**src/rtl/conv_mac_engine.sv**
```systemverilog
// Windowed signed MAC behind a rotating weight shifter: one product per accepted
// pixel, KERNEL_SIZE products per window, then one rounded/saturated result.
module conv_mac_engine #(
  parameter int DATA_WIDTH  = 8,
  parameter int KERNEL_SIZE = 9,
  parameter int ACC_WIDTH   = 20,
  parameter int OUT_WIDTH   = 8,
  parameter int OUT_SHIFT   = 4
) (
  input  logic                         clk,
  input  logic                         rst_n,
  input  logic                         start,
  output logic                         busy,
  input  logic                         pix_valid,
  output logic                         pix_ready,
  input  logic signed [DATA_WIDTH-1:0] pix_data,
  input  logic signed [DATA_WIDTH-1:0] weight_in,
  output logic                         shift_en,
  output logic                         res_valid,
  input  logic                         res_ready,
  output logic signed [OUT_WIDTH-1:0]  res_data,
  output logic                         res_sat
);

  localparam int CNT_W  = (KERNEL_SIZE > 1) ? $clog2(KERNEL_SIZE) : 1;
  localparam int PROD_W = 2 * DATA_WIDTH;
  localparam int RW     = ACC_WIDTH + 1;
  localparam logic [CNT_W-1:0] CNT_LAST = CNT_W'(KERNEL_SIZE - 1);
  localparam logic signed [RW-1:0] R_MAX = RW'(2 ** (OUT_WIDTH - 1) - 1);
  localparam logic signed [RW-1:0] R_MIN = RW'(-(2 ** (OUT_WIDTH - 1)));

  typedef enum logic [1:0] {IDLE, ACCUM, OUTPUT} state_t;

  typedef struct packed {
    logic                        sat;
    logic signed [OUT_WIDTH-1:0] data;
  } res_t;

  state_t                      state;
  logic signed [ACC_WIDTH-1:0] acc;
  logic [CNT_W-1:0]            cnt;
  res_t                        res_q;
  res_t                        res_d;

  logic                        accept;
  logic signed [PROD_W-1:0]    prod;
  logic signed [ACC_WIDTH-1:0] sum_next;
  logic signed [RW-1:0]        sum_x;
  logic signed [RW-1:0]        r;

  assign busy      = (state != IDLE);
  assign pix_ready = (state == ACCUM);
  assign res_valid = (state == OUTPUT);
  assign accept    = pix_valid & pix_ready;
  // Rotate in the accept cycle so the next weight sits at the head on the next edge.
  assign shift_en  = accept;
  assign res_data  = res_q.data;
  assign res_sat   = res_q.sat;

  assign prod     = pix_data * weight_in;
  assign sum_next = acc + ACC_WIDTH'(prod);
  assign sum_x    = RW'(sum_next);

  // One guard bit so adding the half-LSB cannot wrap the final sum.
  generate
    if (OUT_SHIFT > 0) begin : g_round
      localparam logic signed [RW-1:0] HALF = RW'(2 ** (OUT_SHIFT - 1));
      assign r = (sum_x + HALF) >>> OUT_SHIFT;
    end else begin : g_noround
      assign r = sum_x;
    end
  endgenerate

  always_comb begin
    res_d.data = r[OUT_WIDTH-1:0];
    res_d.sat  = 1'b0;
    if (r > R_MAX) begin
      res_d.data = R_MAX[OUT_WIDTH-1:0];
      res_d.sat  = 1'b1;
    end else if (r < R_MIN) begin
      res_d.data = R_MIN[OUT_WIDTH-1:0];
      res_d.sat  = 1'b1;
    end
  end

  always_ff @(posedge clk or negedge rst_n) begin
    if (!rst_n) begin
      state <= IDLE;
      acc   <= '0;
      cnt   <= '0;
      res_q <= '0;
    end else begin
      case (state)
        IDLE: begin
          if (start) begin
            state <= ACCUM;
            acc   <= '0;
            cnt   <= '0;
          end
        end
        ACCUM: begin
          if (accept) begin
            acc <= sum_next;
            if (cnt == CNT_LAST) begin
              state <= OUTPUT;
              cnt   <= '0;
              res_q <= res_d;
            end else begin
              cnt <= cnt + 1'b1;
            end
          end
        end
        OUTPUT: begin
          if (res_ready) state <= IDLE;
        end
        default: state <= IDLE;
      endcase
    end
  end

endmodule

```
**config.mk**
```make
export PLATFORM = sky130hd
export DESIGN_NAME = conv_mac_engine
export DESIGN_NICKNAME = d
export VERILOG_FILES = /design/src/rtl/conv_mac_engine.sv
export SDC_FILE = /design/constraint.sdc
export NUM_CORES = 1
export LEC_CHECK = 0
export BUFFER_PORTS_ARGS = -buffer_cell sky130_fd_sc_hd__buf_2
export CAP_MARGIN = 10
export CELL_PAD_IN_SITES_DETAIL_PLACEMENT = 0
export CELL_PAD_IN_SITES_GLOBAL_PLACEMENT = 1
export CORE_AREA = 5 5 131 133
export DETAILED_ROUTE_END_ITERATION = 10
export DIE_AREA = 0 0 136 138
export PLACE_DENSITY = 0.6
export SYNTH_ARGS = -nofsm -noshare
export SYNTH_HDL_FRONTEND = slang
export SYNTH_SLANG_ARGS = --single-unit
```
**constraint.sdc**
```tcl
create_clock -name clk -period 11.3 [get_ports clk]
set_input_delay 0 -clock clk [delete_from_list [all_inputs] [get_ports clk]]
set_output_delay 0 -clock clk [all_outputs]
set_load 0.01 [all_outputs]
```
---- After elaboration in Yosys (flattened, before gate mapping) ----
Cells that the tools add are included.
cells by class
  $mul .................................... 1
  reductions and logical operators ........ 6
  add/sub/neg operators ................... 3
  muxes and demuxes ....................... 14
  order comparisons ....................... 2
  bitwise operators ....................... 1
  equal/unequal tests ..................... 7
operators with widths
  operator                                                        count
  two-way mux 20 bit                                              2
  case mux 20 bit (2 select lines)                                1
  adder 20 x 5 -> 21 bit, second input constant                   1
  adder 20 x 16 -> 20 bit                                         1
  two-way mux 9 bit                                               2
  greater-than comparator 17 x 8 -> 1 bit, second input constant  1
  < comparator 17 x 8 -> 1 bit, second input constant             1
  multiplier 8 x 8 -> 16 bit                                      1
  two-way mux 4 bit                                               3
  two-way mux 2 bit                                               4
  case mux 4 bit (2 select lines)                                 1
  inequality test 2 x 1 -> 1 bit, second input constant           3
  case mux 2 bit (3 select lines)                                 1
  AND reduction 3 bit                                             2
  adder 4 x 1 -> 4 bit, second input constant                     1
  equality test 4 bit, second input constant                      1
  AND reduction 4 bit                                             1
  nonzero test 2 bit                                              2
  equality test 2 x 1 -> 1 bit, second input constant             1
  equality test 2 bit, second input constant                      1
  zero test 2 bit                                                 1
  inequality test 2 bit, second input constant                    1
  bitwise AND 1 bit                                               1
storage, ports and cells
  register bits after elaboration ......... 35
  output and inout port bits .............. 13
  word-level logic and storage cells ...... 39

---- Logic depth before layout (Yosys ltp) ----
Gate-level depths: netlist of the first run.
  word-level depth ........................ 6
  gate-level depth with buffers ........... 23
  depth with buffers taken out ............ 22

---- Worst setup path after synthesis of the first run ----
No wires, ideal clock.
  path kind ............................... input port to flip-flop
  from .................................... input weight_in[1]
  to ...................................... register res_q, in the netlist res_data[4]
  arrival ................................. 5.710 ns
  stages .................................. 18
  slack ................................... 5.486 ns
  setup time .............................. 0.104 ns
  cell sequence ........................... clkbuf_1 > and2_1 > fa_1 > fa_1 > fa_1 > fa_1 > ha_1 > ha_1 > a21o_1 > or4_1 > o32ai_2 > nor2_1 > or4_1 > a21oi_1 > o2111ai_1 > nor4_1 > a21oi_1 > o311ai_1
between the ends
  word-level cells in the longest chain between the ends .. 6
  elaborated cells on any way between the ends .. 7
  those cells by class .................... 2 x add/sub; 1 x mul; 2 x order compare; 2 x mux
ends and longest elaborated chain
  element                         RTL line  source
  start, declared                 17        input logic signed [DATA_WIDTH-1:0] weight_in,
  multiplier 8 x 8 -> 16 bit (*)  60        assign prod = pix_data * weight_in;
  adder 20 x 16 -> 20 bit (*)     61        assign sum_next = acc + ACC_WIDTH'(prod);
  adder 20 x 5 -> 21 bit (*)      68        assign r = (sum_x + HALF) >>> OUT_SHIFT;
  < comparator 17 x 8 -> 1 bit    80        end else if (r < R_MIN) begin
  two-way mux 9 bit               80
  two-way mux 9 bit (*)           77        if (r > R_MAX) begin
  end signal, assigned            107       res_q <= res_d;
  end, declared                   42        res_t res_q;
Every way passes the cells marked *; elsewhere a longest branch is shown, timed or not.
A chain may end at the register's enable or synchronous reset.

---- Final worst setup path of the first run ----
  from .................................... input weight_in[0]
  to ...................................... register res_q, in the netlist res_data[3]
Same word-level chain as after synthesis.

==> results of run 1 <==
[how the worst min path moves through the flow]
stage,startpoint,to,depth (start not counted)
2_1_floorplan,rst_n,acc[0],0
3_3_place_gp,rst_n,acc[16],1
3_5_place_dp,rst_n,acc[16],1
4_1_cts,start,state[0],3
5_1_grt,start,state[0],3
6_report,start,state[0],3
[cell usage in the layout, fill, tap and decap left out, types with 3 or more instances in the layout]
cell type and instances:
a31oi_1 3, and3_1 5, inv_1 109, nand2_1 45
a21oi_1 14, a21o_1 3, dfrtp_1 35, nand3_1 6
nor3_1 7, dlygate4sd3_1 3, a22o_1 16, o21bai_1 3
or4_1 3, nand4_1 3, xor2_1 8, clkbuf_16 5
o211ai_1 8, o21ai_0 12, o2111ai_1 3, ha_1 49
buf_2 33, fa_1 88, and2_1 36, nor2_1 25
xnor2_1 17
[cell type report]
type                       count  area (um^2)  share of cell area
inverter                     110        412.9             0.06874
timing repair buffer          37        202.7             0.03374
multi-input combinational    403         4101              0.6828
tap                          216        270.3             0.04499
clock buffer                   6        138.9             0.02312
sequential                    35        875.8              0.1458
clock inverter                 1        5.005           0.0008332
[registers in the layout, indices dropped and copies added (netlist names)]
name      cells
cnt           4
res_sat       1
acc          20
state         2
res_data      8
[metal layers]
layer | global-route usage | up-vias | share of wire
met5 | 0 | - | 0
met2 | 0.2321 | 60 | 0.49
met4 | 0.01751 | 0 | 0.0089
met3 | 0.02395 | 9 | 0.036
li1 | - | 1877 | -
met1 | 0.1984 | 1970 | 0.47
[per-stage QoR]
| step | std cells | area, um^2 | setup WS (ns) |
|---|---|---|---|
| finish | 808 | 6007 | 4.904 |
| global route | 808 | 6007 | 4.349 |
| CTS | 808 | 6007 | 4.873 |
| detailed placement | 798 | 5833 | 4.589 |
| global placement | 798 | 5833 | 4.748 |
| floorplan | 556 | 5424 | 5.486 |
[repair_timing]
action	4_1_cts	5_1_grt
setup buffers	0	0
endpoints found under the hold margin	37	0
hold buffers	3	0
[worst max-delay path: stages]
cell and delay [ns]:
buf_2 0.17, and2_1 0.62, inv_1 0.14, fa_1 0.54, inv_1 0.06, fa_1 0.52
fa_1 0.45, fa_1 0.58, fa_1 0.42, ha_1 0.38, o211ai_1 0.16, or2_2 0.30
a221oi_1 0.67, nor3_1 0.17, and3_1 0.25, xor2_1 0.15, o2111ai_1 0.13, nor4_1 0.08
a21oi_1 0.52, o211ai_1 0.19
[kinds of logic (layout without fill, tap and decap cells)]
kind of cell	after synthesis	in the layout	share of synthesized area
simple gates	152	152	0.1469
fa+ha+maj	137	137	0.4378
buf+inv	118	154	0.08304
compound gates	85	85	0.1204
flops	35	35	0.1615
xor+xnor	27	27	0.04637
mux	2	2	0.003921
==> impl_results.md, run 1 <==
* Status: finished, final reports clean
* Critical path endpoint: res_data[3]
* Nets at 750
* Routed Antenna Nets at 0
* Largest net degree at the start of global routing at 36
* Buffers on Ports at 33
* Worst setup EP type: register
* R2R setup slack at 5.17 ns
* Gr usage total at 0.1403
* Standard-cell rows at 46
* Yosys top cell by area: fa_1
* Starting Density at 0.3452
* Worst Path Max Fanout at 13
* DP HPWL at 10.49 mm
* Slew headroom at 0.4416
* Setup TNS at 0 ns
* Slew Limit Fails at 0
* Gate Count Post-Synth at 556
* Worst-margin pin slew at 0.8376 ns
* H-tree levels at 2
* Synth unique cells at 64
* Starting DRT DRC Count at 158
* # IOs at 34
* Drt drc at 0
* Fin. Hold Viols at 0
* Post-synth ARST share at 1.000
* Crit path launch type: primary input
* Synth Flop Type: dfrtp_1
* TritonCTS clock tree: yes
* Synth top area cells: fa_1 (32%), dfrtp_1 (16%), ha_1 (11%), inv_1 (7.5%), and2_1 (4.2%)
* Total CTS buffers at 5
* Reg2reg start: acc[6]
* Worst path arrival time at 6.53 ns
* Final worst path period share at 0.5660
* Kind of critical path: in2reg
* Initial antenna violation count at 0
* Share of cells above drive strength 1 at 0.1030
* Fmax at 156.4 MHz
* Detailed-router iteration count before antenna repair at 4
* Global-route wire length before repair at 21.61 mm
* Most instantiated cells after synthesis: inv_1 (109), fa_1 (88), ha_1 (49)
* Bufs on Longest Clock Path at 2
* FILL cells at 1,629
* Syn nets at 714
* Chip width at 136 um
* Post-Route WL at 12.30 mm
* Post-cts sizing count at 0
* Synth top area share at 0.3248
* Ant. Diodes at 0
* Cell area after synthesis at 5424 um^2
* Worst Skew at 0.008115 ns
* Vias in the first global route at 4,216
* FF+latch count, synth at 35
* Vert. Die Dim at 138 um
* Worst setup path start: weight_in[0]
* Sequential share of the synthesized area at 0.1615
* CTS clk-pin slew, worst paths at 0.06 ns
* Layout area overhead at 10.75%
* CTS Root Cell: clkbuf_16
* Number of max-cap violations at 0
* Worst skew pair latency at 0.28 ns
* Final setup viols at 0
* Drt wl/cell at 15.23 um
* GRT Residual Overflow at 0
* RSZ-0062 raised after global routing: no
* Total number of vias at 3,916
* Most numerous cell in the Yosys netlist: inv_1
* Worst reg2reg endpoint: res_data[3]
* Number of synthesized flops with an enable pin at 0
* Tmin final at 6.396 ns
* Final core utilization at 0.3823
* CP Data Required Time at 11.43 ns
* Worst r2r path cells at 20
* Worst hold path type: in2reg
* Placer Congestion at 0.7765
* Yosys warning count at 0
* Core ar. at 15,710 um^2
* Via/cell ratio at 4.847
* Mean area per synthesized cell at 9.755 um^2
* Full die area at 18,770 um^2
* Fin Hold WS at 0.0001042 ns
* CTS Sinks at 35
Power of run 1 is left out: the tool's default activity adds up to more than one toggle a clock period on the data nets, which glitch-free logic cannot reach.
==> inputs of run 2 (changes only) <==
==> config.mk (replaced) <==
export PLATFORM = sky130hd
export DESIGN_NAME = conv_mac_engine
export DESIGN_NICKNAME = d
export VERILOG_FILES = /design/src/rtl/conv_mac_engine.sv
export SDC_FILE = /design/constraint.sdc
export NUM_CORES = 1
export LEC_CHECK = 0
export ABC_AREA = 1
export BUFFER_PORTS_ARGS = -buffer_cell sky130_fd_sc_hd__buf_2
export CAP_MARGIN = 10
export CELL_PAD_IN_SITES_DETAIL_PLACEMENT = 0
export CELL_PAD_IN_SITES_GLOBAL_PLACEMENT = 1
export CORE_AREA = 5 5 139 141
export DETAILED_ROUTE_END_ITERATION = 10
export DIE_AREA = 0 0 144 146
export PLACE_DENSITY = 0.65
export SYNTH_ARGS = -nofsm -noshare
export SYNTH_HDL_FRONTEND = slang
export SYNTH_SLANG_ARGS = --single-unit
==> constraint.sdc (replaced) <==
create_clock -name clk -period 5.59 [get_ports clk]
set_input_delay 0 -clock clk [delete_from_list [all_inputs] [get_ports clk]]
set_output_delay 0 -clock clk [all_outputs]
set_load 0.01 [all_outputs]
==> run 2 against run 1 <==
  * Count of clock-buffer cells in the layout fell by 1
  * Sequential share of layout area decreased by 2.1 points
  * Flip-flop and latch count unchanged
  * Via count rose by 26%
  * Global-route usage rose by 1.1 points
  * First-iteration DRC count increased by 61%
  * Register-to-register slack worse by 4.8 ns
  * Routed wire length grew 20%
==> impl_results.md, run 2 <==
* Synth unique cells at 33
* Hold Crit Depth at 4
* Total CTS buffers at 5
* Share of cells above drive strength 1 at 0.1392
* Buffers on Ports at 33
* CTS Root Cell: clkbuf_16
* RSZ-0062 raised after global routing: no
* DP HPWL at 12.89 mm
* Core ar. at 17,840 um^2
* H-tree levels at 2
* Standard-cell rows at 49
* Synth top area share at 0.2857
* Worst Path Max Fanout at 8
* Total number of vias at 4,927
* Vert. Die Dim at 146 um
* Detailed-router iteration count before antenna repair at 4
* Largest net degree at the start of global routing at 36
* R2R setup slack at 0.38 ns
* Fin worst setup slack at 0.3838 ns
* Slowest-stage cell, CP: fa_1
* CP Data Required Time at 5.77 ns
* Mean area per synthesized cell at 7.314 um^2
* Critical Path Most Common Cell: inv_1
* Worst path arrival time at 5.38 ns
* Status: finished, final reports clean
* Slew headroom at 0.4287
* Max reg flops at 20
* Ant. Diodes at 0
* Syn nets at 1,001
* Yosys top cell by area: fa_1
* Routed Antenna Nets at 0
* Slew Limit Fails at 0
* Most instantiated cells after synthesis: nand2_1 (246), inv_1 (214), fa_1 (88)
* Via/cell ratio at 4.399
* Crit path launch type: register
* Gr usage total at 0.1508
* CTS Sinks at 35
* Global-route wire length before repair at 25.77 mm
* FILL cells at 1,913
* CTS clk-pin slew, worst paths at 0.06 ns
* Hold_sp: pix_valid
* Worst slack, placed at 0.08370 ns
* # IOs at 34
* GRT Residual Overflow at 0
* Most frequent cells in the layout: nand2_1 (245), inv_1 (211), fa_1 (87)
* Kind of critical path: reg2reg
* Drt wl/cell at 13.13 um
* Placer Congestion at 0.8167
* Chip width at 144 um
* Fmax at 192.1 MHz
* Post-Route WL at 14.71 mm
* Most numerous cell in the Yosys netlist: nand2_1
* Worst reg2reg endpoint: res_sat
* Starting Density at 0.3456
* Most common cell after layout, fill and taps aside: nand2_1
* Nets at 1,048
* Hold EP: state[0]
* Tmin final at 5.206 ns
* Gate Count Post-Synth at 843
* TritonCTS clock tree: yes
* Sequential share of the synthesized area at 0.1420
* Worst Skew at 0.002021 ns
* Synth Flop Type: dfrtp_1
* FF+latch count, synth at 35
* Crit-path max cell delay at 0.54 ns
* Final setup viols at 0
* Drt drc at 0
* Final worst path period share at 0.9313
* Cell area after synthesis at 6166 um^2
* Starting DRT DRC Count at 255
* Setup TNS at 0 ns
* Layout area overhead at 13.70%
* Worst r2r path cells at 28
* Worst-margin pin slew at 0.8570 ns
* Worst hold path type: in2reg
* Reg2reg start: acc[4]
* Bufs on Longest Clock Path at 2
* Initial antenna violation count at 0
* Number of max-cap violations at 0
* Fin. Hold Viols at 0
* Number of synthesized flops with an enable pin at 0
* Full die area at 21,020 um^2
* Most flop-heavy register: acc
* Post-synth ARST share at 1.000
* Synth top area cells: fa_1 (29%), nand2_1 (15%), dfrtp_1 (14%), inv_1 (13%), ha_1 (9.9%)
* Vias in the first global route at 5,111
* Yosys warning count at 0
* Worst setup EP type: register
* Worst skew pair latency at 0.29 ns
## run 2: changes by cell type after synthesis, sizes merged, moves of 7 or more
cell,change
o21ai,+12
and3,-7
nor2,+23
and2,-32
a21oi,-7
o211ai,-8
nand2,+225
nand4,+14
clkbuf,+12
a22o,-16
nand3,+30
xnor2,-13
inv,+110
## run 2: critical path, delay by kind of cell (launching register included)
family                     cells  cell delay (ns)
xor gates and xnor gates       1             0.08
adders and majority gates      7             2.77
buffers and inverters          7             0.45
DFF                            1             0.32
and+or+nand+nor               13             1.45
## run 2: area by class of cell
type	count	area, um^2	share of cell area
clock inverters	3	67.56	0.009638
multi-input cells	569	4446	0.6341
flip-flops and latches	35	875.8	0.1249
well taps	229	286.5	0.04087
inverters	220	829.5	0.1183
repair buffers	59	380.4	0.05426
clock buffers	5	125.1	0.01785
## run 2: kinds of logic (layout without fill, tap and decap cells)
logic type	count (synthesis)	in the layout	share of synthesized area
xor+xnor	8	8	0.01258
simple gates	384	384	0.2802
compound gates	40	40	0.03450
fa+ha+maj	137	137	0.3851
buf+inv	239	287	0.1455
flops	35	35	0.1420
## run 2: stage by stage
| step | cells | area, um^2 | utilization | hold slack [ns] |
|---|---|---|---|---|
| 3_5_place_dp | 1103 | 6686 | 0.3748 | 0.1676 |
| 5_1_grt | 1120 | 7010 | 0.3929 | 0.2931 |
| 4_1_cts | 1114 | 6909 | 0.3873 | 0.1821 |
| 3_3_place_gp | 1103 | 6686 | 0.3748 | 0.1677 |
| 2_1_floorplan | 843 | 6166 | - | -0.2956 |
| 6_report | 1120 | 7010 | 0.3929 | 0.1880 |
## run 2: timing repair
action,in CTS,in global routing
endpoints found under the hold margin,37,0
hold buffers,3,0
gates resized for setup,0,14
setup buffers,0,6
setup endpoints to repair,0,8
## run 2: worst max path at each step
stage / depth (start not counted) / slack (ns) / end / startpoint
after floorplan: 29 / 0.56 / res_data[0] / weight_in[7]
after global placement: 29 / 0.07 / res_data[5] / pix_data[7]
after detailed placement: 29 / 0.08 / res_sat / pix_data[7]
after CTS: 28 / 0.28 / res_sat / acc[4]
after global routing: 26 / 0.001 / res_sat / acc[12]
final: 28 / 0.38 / res_sat / acc[4]
## run 2: routing by layer
| layer | track usage | part of all wire | routed length (um) |
|---|---|---|---|
| met3 | 0.01413 | 0.027 | 401 |
| met2 | 0.2540 | 0.48 | 7094 |
| met4 | 0.02637 | 0.013 | 195 |
| met5 | 0 | 0 | 0 |
| met1 | 0.2128 | 0.48 | 7016 |
Power of run 2 is left out for the same reason.
==> inputs of run 3 (changes only) <==
--- a/config.mk
+++ b/config.mk
@@ -13,6 +13,7 @@
 export CORE_AREA = 5 5 139 141
 export DETAILED_ROUTE_END_ITERATION = 10
 export DIE_AREA = 0 0 144 146
+export GPL_TIMING_DRIVEN = 0
 export PLACE_DENSITY = 0.65
 export SYNTH_ARGS = -nofsm -noshare
 export SYNTH_HDL_FRONTEND = slang
==> run 3 against run 2 <==
  * Register-to-register slack barely moved
  * Sequential share of layout area fell by 0.082 points
  * Worst setup slack improved by 0.011 ns
  * Die area did not move
  * Routed wire length fell by 1.2%
  * Hold slack got worse by 0.012 ns
  * Global-route usage fell by 0.56 points
==> impl_results.md, run 3 (synthesis gave the netlist of run 2 again) <==
* Status: finished, final reports clean
* Core ar. at 17,840 um^2
* Slew Limit Fails at 0
* Share of cells above drive strength 1 at 0.1430
* Bufs on Longest Clock Path at 2
* Number of max-cap violations at 0
* Worst-margin pin slew at 0.8636 ns
* Standard-cell rows at 49
* H-tree levels at 2
* Global-route wire length before repair at 25.00 mm
* Post-Route WL at 14.53 mm
* Final worst path period share at 0.9294
* CTS Sinks at 35
* Most flop-heavy register: acc
* Nets at 1,045
* Worst Path Max Fanout at 8
* Fin. Hold Viols at 0
* Layout area overhead at 14.45%
* Grt met1 use at 0.2035
* TritonCTS clock tree: yes
* Busiest grt layer: met2
* Initial antenna violation count at 0
* Placer Congestion at 0.8079
* Vert. Die Dim at 146 um
* GRT Residual Overflow at 0
* Worst skew pair latency at 0.28 ns
* Max reg flops at 20
* Routed Antenna Nets at 0
* Slew headroom at 0.4242
* Ant. Diodes at 0
* Fmax at 192.5 MHz
* FILL cells at 1,909
* Met2 GRT Util at 0.2509
* Drt wl/cell at 13.01 um
* Most common cell after layout, fill and taps aside: nand2_1
* Drt drc at 0
* Worst setup EP type: register
* Worst slack, placed at -0.3585 ns
* CTS clk-pin slew, worst paths at 0.06 ns
* Kind of critical path: reg2reg
* Fin worst setup slack at 0.3944 ns
* Gr usage total at 0.1452
* Final setup viols at 0
* Met3 Use GR at 0.01183
* CP Data Required Time at 5.76 ns
* Buffers on Ports at 18
* DP HPWL at 12.63 mm
* Crit path launch type: register
* Vias in the first global route at 5,101
* Starting Density at 0.3456
* Worst Skew at 0.007091 ns
* Chip width at 144 um
* Tmin final at 5.196 ns
* Via/cell ratio at 4.402
* Total number of vias at 4,917
* Worst path arrival time at 5.36 ns
* CTS Root Cell: clkbuf_16
* # IOs at 34
* Most frequent cells in the layout: nand2_1 (240), inv_1 (210), fa_1 (85)
* Worst hold path type: in2reg
* Starting DRT DRC Count at 197
* Detailed-router iteration count before antenna repair at 4
* Total CTS buffers at 5
* Largest net degree at the start of global routing at 36
* Full die area at 21,020 um^2
[run 3: final cells by class]
cell class | instances | area, um^2 | area share
clock inverter | 3 | 67.56 | 0.009574
sequential | 35 | 875.8 | 0.1241
timing repair inverter | 1 | 7.507 | 0.001064
timing repair buffer | 36 | 245.2 | 0.03475
inverter | 220 | 834.6 | 0.1183
clock buffer | 5 | 125.1 | 0.01773
tap | 229 | 286.5 | 0.04060
multi-input combinational | 569 | 4536 | 0.6427
buffer | 19 | 78.83 | 0.01117
[run 3: timing repair]
| action | CTS | global route |
|---|---|---|
| setup endpoints to repair | 8 | 8 |
| hold buffers | 3 | 0 |
| setup buffers | 0 | 15 |
| pin swaps | 0 | 12 |
| gates cloned | 0 | 1 |
| gates resized for setup | 4 | 47 |
| endpoints found under the hold margin | 37 | 0 |
[run 3: path summary, 6_finish.rpt]
kind / endpoint / depth (start not counted) / from / slack (ns)
setup / recovery: res_data[1] / 25 / acc[6] / 0.39
hold / removal: state[0] / 4 / pix_valid / 0.18
max in group asynchronous: acc[14] / 2 / rst_n / 4.66
hold reg to reg: res_data[5] / 2 / res_data[5] / 0.47
min in group asynchronous: acc[1] / 2 / rst_n / 0.38
setup reg to reg: res_data[1] / 25 / acc[6] / 0.39
[run 3: per-layer routing]
metal / vias up / routed length [um] / share of wire
li1: 2567 / - / -
met1: 2307 / 7034 / 0.48
met2: 37 / 7156 / 0.49
met3: 6 / 275 / 0.019
met4: 0 / 62 / 0.0043
met5: - / 0 / 0
[run 3: through the flow]
| stage | hold slack (ns) | instance area, um^2 | setup TNS, ns | utilization | std cells |
|---|---|---|---|---|---|
| after floorplan | -0.2956 | 6166 | 0 | - | 843 |
| after global placement | 0.1474 | 6543 | -2.853 | 0.3667 | 1090 |
| after detailed placement | 0.1488 | 6543 | -2.775 | 0.3667 | 1090 |
| after CTS | 0.1740 | 6777 | 0 | 0.3798 | 1101 |
| after global routing | 0.2449 | 7057 | -0.02448 | 0.3955 | 1117 |
| final | 0.1762 | 7057 | 0 | 0.3955 | 1117 |
[run 3: critical path, cell delays in order, from the launching register on]
cell and delay [ns]:
dfrtp_1 0.32, inv_1 0.08, fa_1 0.53, inv_1 0.05, fa_1 0.49, inv_1 0.05, fa_1 0.49, inv_1 0.07
fa_2 0.39, fa_1 0.56, ha_4 0.23, nand3_1 0.14, nand3_4 0.14, xnor2_1 0.47, nor2_4 0.11, nand4_1 0.15
nor2_1 0.07, xor2_1 0.14, inv_1 0.05, nand2_1 0.07, nor2_2 0.12, nand3_2 0.10, nand2_4 0.11, nand2_1 0.05
nand2_1 0.06, nand2_1 0.05
Power of run 3 is left out for the same reason.
